## config.mk

```make
export PLATFORM = sky130hd
export DESIGN_NAME = score_counter_flat
export DESIGN_NICKNAME = d
export VERILOG_FILES = /design/src/rtl/score_pkg.sv /design/src/rtl/score_counter_if.sv /design/src/rtl/bcd_digit_add.sv /design/src/rtl/score_counter.sv /design/src/flat_wrapper.sv
export SDC_FILE = /design/constraint.sdc
export NUM_CORES = 1
export LEC_CHECK = 0
export ABC_AREA = 1
export CORE_MARGIN = 2
export CORE_UTILIZATION = 53
export CTS_CLUSTER_SIZE = 40
export DETAILED_ROUTE_END_ITERATION = 8
export GPL_ROUTABILITY_DRIVEN = 0
export PLACE_DENSITY = 0.89
export SYNTH_ARGS = -nofsm -noshare
export SYNTH_HDL_FRONTEND = slang
export SYNTH_SLANG_ARGS = --single-unit
export TNS_END_PERCENT = 30
```

## constraint.sdc

```tcl
create_clock -name clk_i -period 7.5 [get_ports clk_i]
set_clock_uncertainty 0.1 [all_clocks]
set_input_delay 1.875 -clock clk_i [delete_from_list [all_inputs] [get_ports clk_i]]
set_output_delay 1.875 -clock clk_i [all_outputs]
set_load 0.05 [all_outputs]
```

## src/rtl/score_pkg.sv

```systemverilog
// rtl/score_pkg.sv - shared types and constants for the score counter
//
// Contents:
//   state_t   : game state (IDLE, RUN, OVER)
//   bcd_t     : one BCD digit
//   BLANK     : digit code that turns a display digit off
//   clamp_pts : limits a points value to the largest legal value
package score_pkg;

   typedef enum logic [1:0] {
      ST_IDLE = 2'd0,
      ST_RUN  = 2'd1,
      ST_OVER = 2'd2
   } state_t;

   typedef logic [3:0] bcd_t;

   localparam bcd_t BLANK = 4'hF;

   function automatic bcd_t clamp_pts(input logic [3:0] pts, input bcd_t max_v);
      return (pts > max_v) ? max_v : pts;
   endfunction

endpackage

```

## src/rtl/score_counter_if.sv

```systemverilog
// rtl/score_counter_if.sv - player/display side signals of the score counter
//
// Signals:
//   start_i, hit_i, pts_i, tick_i : game inputs (driven by master)
//   dat1_o..dat4_o                : display digits, dat1_o = ones
//   time_o                        : remaining seconds, binary
//   busy_o, over_o                : RUN / OVER state flags
// Modports:
//   master : drives game inputs, observes display and status
//   slave  : the score counter itself
interface score_counter_if;
   import score_pkg::*;

   logic       start_i;
   logic       hit_i;
   logic [3:0] pts_i;
   logic       tick_i;
   bcd_t       dat1_o;
   bcd_t       dat2_o;
   bcd_t       dat3_o;
   bcd_t       dat4_o;
   logic [6:0] time_o;
   logic       busy_o;
   logic       over_o;

   modport master (
      output start_i, hit_i, pts_i, tick_i,
      input  dat1_o, dat2_o, dat3_o, dat4_o, time_o, busy_o, over_o
   );

   modport slave (
      input  start_i, hit_i, pts_i, tick_i,
      output dat1_o, dat2_o, dat3_o, dat4_o, time_o, busy_o, over_o
   );

endinterface

```

## src/rtl/bcd_digit_add.sv

```systemverilog
// rtl/bcd_digit_add.sv - single BCD digit adder with carry
//
// Ports:
//   digit  : BCD digit 0..9
//   addend : value to add, 0..9
//   cin    : carry from the next lower digit
//   sum    : resulting BCD digit
//   cout   : carry into the next higher digit
module bcd_digit_add
   import score_pkg::*;
(
   input  bcd_t       digit,
   input  logic [3:0] addend,
   input  logic       cin,
   output bcd_t       sum,
   output logic       cout
);

   logic [4:0] raw;
   logic [4:0] adj;

   // Worst case 9 + 9 + 1 = 19, so one correction by ten is enough.
   assign raw  = {1'b0, digit} + {1'b0, addend} + {4'd0, cin};
   assign adj  = raw - 5'd10;
   assign cout = (raw > 5'd9);
   assign sum  = cout ? adj[3:0] : raw[3:0];

endmodule

```

## src/rtl/score_counter.sv

```systemverilog
// rtl/score_counter.sv - timed BCD score counter with blanked, blinking display
//
// Parameters:
//   GAME_SEC : game length in seconds (1..99)
//   PTS_MAX  : largest legal points value per hit
// Ports:
//   clk_i : clock, all state changes on the rising edge
//   rst_i : synchronous active-high reset
//   bus   : score_counter_if.slave (game inputs, display digits, status)
module score_counter
   import score_pkg::*;
#(
   parameter int GAME_SEC = 60,
   parameter int PTS_MAX  = 9
)(
   input  logic            clk_i,
   input  logic            rst_i,
   score_counter_if.slave  bus
);

   localparam logic [6:0] GAME_T  = 7'(GAME_SEC);
   localparam bcd_t       PTS_LIM = 4'(PTS_MAX);

   state_t          state_q, state_d;
   bcd_t [3:0]      score_q;
   bcd_t [3:0]      sum;
   bcd_t [3:0]      disp;
   bcd_t [3:0]      dat_q;
   logic [4:0]      carry;
   logic [6:0]      timer_q;
   logic            hit_q;
   logic            blink_q;
   logic            hit_edge;
   logic            start_game;
   logic            tick_last;
   bcd_t            pts_eff;

   assign pts_eff    = clamp_pts(bus.pts_i, PTS_LIM);
   assign hit_edge   = bus.hit_i & ~hit_q;
   assign start_game = bus.start_i & (state_q != ST_RUN);
   assign tick_last  = bus.tick_i & (timer_q == 7'd1);

   // Ripple adder: points enter at the ones digit, higher digits only take carries.
   assign carry[0] = 1'b0;
   for (genvar i = 0; i < 4; i++) begin : g_digit
      bcd_digit_add u_add (
         .digit  (score_q[i]),
         .addend ((i == 0) ? pts_eff : 4'd0),
         .cin    (carry[i]),
         .sum    (sum[i]),
         .cout   (carry[i+1])
      );
   end

   // State register
   always_ff @(posedge clk_i) begin
      if (rst_i) state_q <= ST_IDLE;
      else       state_q <= state_d;
   end

   // Next-state logic
   always_comb begin
      state_d = state_q;
      unique case (state_q)
         ST_IDLE: if (bus.start_i) state_d = ST_RUN;
         ST_RUN:  if (tick_last)   state_d = ST_OVER;
         ST_OVER: if (bus.start_i) state_d = ST_RUN;
         default: state_d = ST_IDLE;
      endcase
   end

   // Status outputs straight from registers
   always_comb begin
      bus.busy_o = (state_q == ST_RUN);
      bus.over_o = (state_q == ST_OVER);
      bus.time_o = timer_q;
   end

   // Score, timer, hit history and blink flag. Hit history is sampled in
   // every state so a level held across reset or IDLE never counts later.
   always_ff @(posedge clk_i) begin
      if (rst_i) begin
         score_q <= '0;
         timer_q <= GAME_T;
         hit_q   <= 1'b0;
         blink_q <= 1'b0;
      end else begin
         hit_q <= bus.hit_i;
         if (start_game) begin
            score_q <= '0;
            timer_q <= GAME_T;
            blink_q <= 1'b0;
         end else if (state_q == ST_RUN) begin
            // Carry out of the thousands digit means the sum passed 9999.
            if (hit_edge) score_q <= carry[4] ? {4{4'd9}} : sum;
            if (bus.tick_i && timer_q != 7'd0) timer_q <= timer_q - 7'd1;
         end else if (state_q == ST_OVER && bus.tick_i) begin
            blink_q <= ~blink_q;
         end
      end
   end

   // Leading-zero blanking; the ones digit is always shown unless blinking off.
   always_comb begin
      disp = score_q;
      if (score_q[3] == 4'd0)      disp[3] = BLANK;
      if (score_q[3:2] == 8'd0)    disp[2] = BLANK;
      if (score_q[3:1] == 12'd0)   disp[1] = BLANK;
      if (state_q == ST_OVER && blink_q) disp = {4{BLANK}};
   end

   always_ff @(posedge clk_i) begin
      if (rst_i) dat_q <= {BLANK, BLANK, BLANK, 4'd0};
      else       dat_q <= disp;
   end

   assign bus.dat1_o = dat_q[0];
   assign bus.dat2_o = dat_q[1];
   assign bus.dat3_o = dat_q[2];
   assign bus.dat4_o = dat_q[3];

endmodule
```

## src/flat_wrapper.sv

```systemverilog
// flat-port wrapper written by rule: the top's interface ports become plain ports
module score_counter_flat import score_pkg::*;
#(
   parameter int GAME_SEC = 60,
   parameter int PTS_MAX  = 9
)
  (clk_i, rst_i, bus_start_i, bus_hit_i, bus_pts_i, bus_tick_i, bus_dat1_o, bus_dat2_o, bus_dat3_o, bus_dat4_o, bus_time_o, bus_busy_o, bus_over_o);
  score_counter_if bus_i ();
  input  logic clk_i;
  input  logic rst_i;
  input wire logic [$bits(bus_i.start_i)-1:0] bus_start_i;
  input wire logic [$bits(bus_i.hit_i)-1:0] bus_hit_i;
  input wire logic [$bits(bus_i.pts_i)-1:0] bus_pts_i;
  input wire logic [$bits(bus_i.tick_i)-1:0] bus_tick_i;
  output wire logic [$bits(bus_i.dat1_o)-1:0] bus_dat1_o;
  output wire logic [$bits(bus_i.dat2_o)-1:0] bus_dat2_o;
  output wire logic [$bits(bus_i.dat3_o)-1:0] bus_dat3_o;
  output wire logic [$bits(bus_i.dat4_o)-1:0] bus_dat4_o;
  output wire logic [$bits(bus_i.time_o)-1:0] bus_time_o;
  output wire logic [$bits(bus_i.busy_o)-1:0] bus_busy_o;
  output wire logic [$bits(bus_i.over_o)-1:0] bus_over_o;
  assign bus_i.start_i = bus_start_i;
  assign bus_i.hit_i = bus_hit_i;
  assign bus_i.pts_i = bus_pts_i;
  assign bus_i.tick_i = bus_tick_i;
  assign bus_dat1_o = bus_i.dat1_o;
  assign bus_dat2_o = bus_i.dat2_o;
  assign bus_dat3_o = bus_i.dat3_o;
  assign bus_dat4_o = bus_i.dat4_o;
  assign bus_time_o = bus_i.time_o;
  assign bus_busy_o = bus_i.busy_o;
  assign bus_over_o = bus_i.over_o;
  score_counter #(.GAME_SEC(GAME_SEC), .PTS_MAX(PTS_MAX)) u_core (.clk_i(clk_i), .rst_i(rst_i), .bus(bus_i));
endmodule
```

==> results summary, run 1 <==
The slowest cell on the critical path is clkdlybuf4s50_1. Clock-pin slew was measured on the worst setup and hold paths at 90 ps. The worst setup slack for register-to-register paths came out at 2460 ps.

The highest fanout seen on the critical path is 11. In this run the mean area of a mapped cell was 7.78 sq um. The area used by multi-input combinational logic came out at 1180 sq um.

The area taken by flip-flops and latches came out at 861 sq um. The reg-to-reg critical path endpoint is u_core.score_q[1]. The required time of the worst setup path is 7620 ps.

The number of cells traversed by the worst register-to-register path came out at 27. The final wirelength came out at 4520 um. The routing layer with the top usage in global route is met2. The slew at the pin closest to its max-slew limit came out at 656 ps. The share of async-settable or async-resettable flops after synthesis is 0%. Before CTS, the worst setup slack after placement is 181 ps. The post-synthesis net count is 313.

The arrival time of data at the critical path endpoint came out at 7080 ps. The global-route usage over all layers is 20.2%. The area overhead of the layout relative to synthesis came out at 21.4%. The placeable core region is 4030 sq um. The number of setup buffers added after CTS is 0. The number of enable flip-flop cells after synthesis came out at 0. The maximum cell stage delay along the critical path came out at 500 ps. The cell with the most instances on the worst path is nand2_1. The power per cell area came out at 187 nW/um^2. The routed layout has 1,935 vias. The largest total area in the synthesized netlist belongs to dfxtp_1. The share of post-route cells with drive strength above 1 came out at 10.2%. The clock tree from TritonCTS is yes. The final period demand of the worst path came out at 6960 ps. The starting density of the core is 55.4%. The start point of the critical path is bus_pts_i[3]. The H-tree depth is 2.

The critical path startpoint category is an input pin. Based on the critical path, the design can be clocked at up to 144 MHz. The hold violation count in the final report is 0.

The number of routed nets with antenna violations came out at 0. The min-delay analysis places its worst path in the category reg2reg. The number of buffer and inverter stages on the critical path is 2.

The internal power came out at 0.372 mW. The total global routing overflow came out at 0. The sequential cell area fraction in the yosys report came out at 38.6%.

Ranked by total cell area, the synthesized netlist is headed by dfxtp_1 (39%), nand2_1 (10%), ha_1 (9.0%). The per-cell routed wire length came out at 12.1 um. The number of cells in the design after placement is 364. The completed layout was analyzed and its total power is 0.507 mW.

After filler insertion, the fill cell instance count of the layout stands at 334. The setup violation total in the final timing report is 0. The initial antenna violation count came out at 0. The repair_antennas step left the layout with diodes totalling 0.

From left edge to right edge, the die measures 68.9 um. The primary flip-flop cell chosen by synthesis mapping is dfxtp_1. The ratio of routed vias to standard cells came out at 5.20. 34 I/O pins were placed. The standard cell area after detailed placement came out at 2580 sq um.

The maximum ir drop on the vdd rail is 0.0000902 V. The total of buffers placed on input and output ports is 33. From bottom edge to top edge, the die measures 68.9 um. The share of total power dissipated in the clock network is 36.1%. The first TritonRoute pass finished after 4 iterations. During synthesis, Yosys emitted a total of 0 warnings. After synthesis, the largest area contributor takes up 38.6% of total cell area.

The period utilization came out at 92.8%. Among all cell types in the netlist, the one instantiated most often is nand2_1. The post-synthesis cell area is 2230 sq um. The flow ran to the end, and the final reports show no timing, DRC or antenna violations. The non-filler instance count after layout came out at 372. The violation count after the first detailed-routing iteration came out at 78. The post-route worst setup slack came out at 539 ps. Synthesis produced a netlist whose cell count is 287. The first global-routing pass estimated 7310 um of wire. The met2 usage in global routing came out at 36.5%. The worst setup path is captured at a flip-flop. The gate family responsible for the most delay along the worst path is simple AND/OR/NAND/NOR gates. The switching portion of total power is 26.7%. Following the worst setup path forward leads to its endpoint at u_core.score_q[1].

The number of sinks on the clock net is 43. The later pin in the worst-skew pair is clocked with a latency of 290 ps. After synthesis, the most frequently instantiated cells are nand2_1 (62), dfxtp_1 (43), inv_1 (39), nand3_1 (27), a21oi_1 (18).

The clock passes through at most 2 buffers. For this design the total switching power over the nets is 0.135 mW. For this run, design rule violations remaining after detail routing come to 0. The number of buffers created by CTS came out at 5.

The number of max-capacitance violations reported came out at 0. The worst register-to-register path begins at u_core.score_q[0]. The global-route met1 utilization came out at 23.9%. The number of instances resized during post-cts repair is 0.

The global routing met3 resource utilization is 3.41%. The fraction of power consumed by sequential logic came out at 47.4%. With fillers left out, the area of the finished cells amounts to 2710 sq um. The number of hold buffers added after cts is 0. The cell chosen for the clock root is clkbuf_8. Combinational logic is responsible for 16.5% of the overall power. The headroom to the max-slew limit came out at 56.2%. The count of cell types in the netlist is 34. The number of pins with negative max-slew slack in the final report came to 0. The placed wire-length estimate after detailed placement came out at 3470 um.

The instance count on the critical path is 30. Entering global routing, the biggest net connects 17 pins. The placement row count came out at 23. The number of nets in the final layout is 347. The leakage power is 1.13 nW. After synthesis the netlist holds a flip-flop and latch count of 43.

The die area is 4750 sq um. The via count of the first global-routing pass came to 1,775. The type of the worst setup path is in2reg.
layout make-up:
cell class | instances | share of cell area (%)
Clock inverter | 2 | 1.29
Inverter | 42 | 5.82
Tap cell | 50 | 2.31
Timing Repair Buffer | 33 | 12.2
Sequential cell | 43 | 31.8
Multi-Input combinational cell | 196 | 43.6
Clock buffer | 6 | 3.05
cell families (layout without fill, tap and decap cells):
logic type	Yosys count	in the layout	synth area share, %
xor+xnor	7	7	2.75
compound gates	44	44	12.2
fa+ha+maj	17	17	9.87
simple gates	128	128	27.7
buf+inv	48	83	8.91
flops	43	43	38.6
power groups by stage:
| stage | combinational [mW] | sequential [mW] | clock [mW] |
|---|---|---|---|
| 2_1_floorplan | 0.0414 | 0.264 | 0 |
| 3_3_place_gp | 0.0818 | 0.245 | 0 |
| 3_5_place_dp | 0.0834 | 0.246 | 0 |
| 4_1_cts | 0.0838 | 0.240 | 0.185 |
| 5_1_grt | 0.0914 | 0.241 | 0.193 |
| 6_report | 0.0836 | 0.240 | 0.183 |
placed cells by master, fill, tap and decap left out, types with 2 or more instances in the layout:
cell	instances
xor2_1	5
a211oi_1	4
nor4_1	3
nand4_1	2
nor2_1	17
or2_2	3
ha_1	16
a21oi_1	18
nor3_1	2
nand3_2	5
clkbuf_8	6
dfxtp_1	43
nand2_1	62
inv_2	3
nand3_1	27
clkdlybuf4s50_1	33
o21ai_0	12
a21oi_2	6
inv_1	39
worst min path at each step:
stage                          from              endpoint  slack (ps)  depth (start not counted)
6_report       u_core.bus.time_o[6]  u_core.bus.time_o[6]         390                          2
5_1_grt           u_core.score_q[4]  u_core.bus.dat2_o[0]         410                          2
4_1_cts        u_core.bus.time_o[6]  u_core.bus.time_o[6]         390                          2
3_5_place_dp   u_core.bus.time_o[6]  u_core.bus.time_o[6]         380                          2
3_3_place_gp   u_core.bus.time_o[6]  u_core.bus.time_o[6]         370                          2
2_1_floorplan     u_core.score_q[3]  u_core.bus.dat1_o[3]         340                          2
worst register-to-register path, cell delays in order, from the launching register on:
cell	delay, ps
dfxtp_1	350
ha_1	190
inv_1	60
fa_1	400
or2_2	320
nand3_1	90
nand3_1	140
nand2_1	120
ha_1	170
ha_1	180
xnor2_1	170
nand2_1	90
nand2_1	130
nand2_1	110
ha_1	210
ha_1	230
xnor2_2	220
nand2_1	100
nand2_1	120
nand2_1	100
ha_1	220
ha_1	210
xor2_1	160
nor2_1	100
nand2_1	130
nand2_2	240
nand3_1	140
a21oi_1	130
through the flow:
step	setup TNS, ps	utilization (%)	hold slack, ps
after floorplan	0	-	344
after global placement	0	64.1	366
after detailed placement	0	64.1	378
after CTS	0	67.0	391
after global routing	-22.8	67.2	405
final	0	67.2	391
metal layers:
| layer | part of all wire, % | vias up | routed length [um] |
|---|---|---|---|
| met2 | 50 | 41 | 2250 |
| li1 | - | 998 | - |
| met5 | 0 | - | 0 |
| met3 | 3.9 | 11 | 178 |
| met1 | 44 | 885 | 1980 |
| met4 | 2.4 | 0 | 108 |
flip-flops by register name, indices dropped and copies added, names as in the netlist:
name and flops:
u_core.state_q 2, u_core.blink_q 1, u_core.bus.dat4_o 4, u_core.bus.dat1_o 4
u_core.bus.dat3_o 4, u_core.score_q 16, u_core.hit_q 1, u_core.bus.dat2_o 4
u_core.bus.time_o 7
Power figures use the tool's default switching activity.
==> run 2: changes to the inputs <==
--- a/config.mk
+++ b/config.mk
@@ -11,6 +11,7 @@
 export CTS_CLUSTER_SIZE = 40
 export DETAILED_ROUTE_END_ITERATION = 8
 export GPL_ROUTABILITY_DRIVEN = 0
+export HOLD_SLACK_MARGIN = 0.02
 export PLACE_DENSITY = 0.89
 export SYNTH_ARGS = -nofsm -noshare
 export SYNTH_HDL_FRONTEND = slang
==> results of run 2 <==
No change in the layout: final DEF, timing and power equal those of run 1.
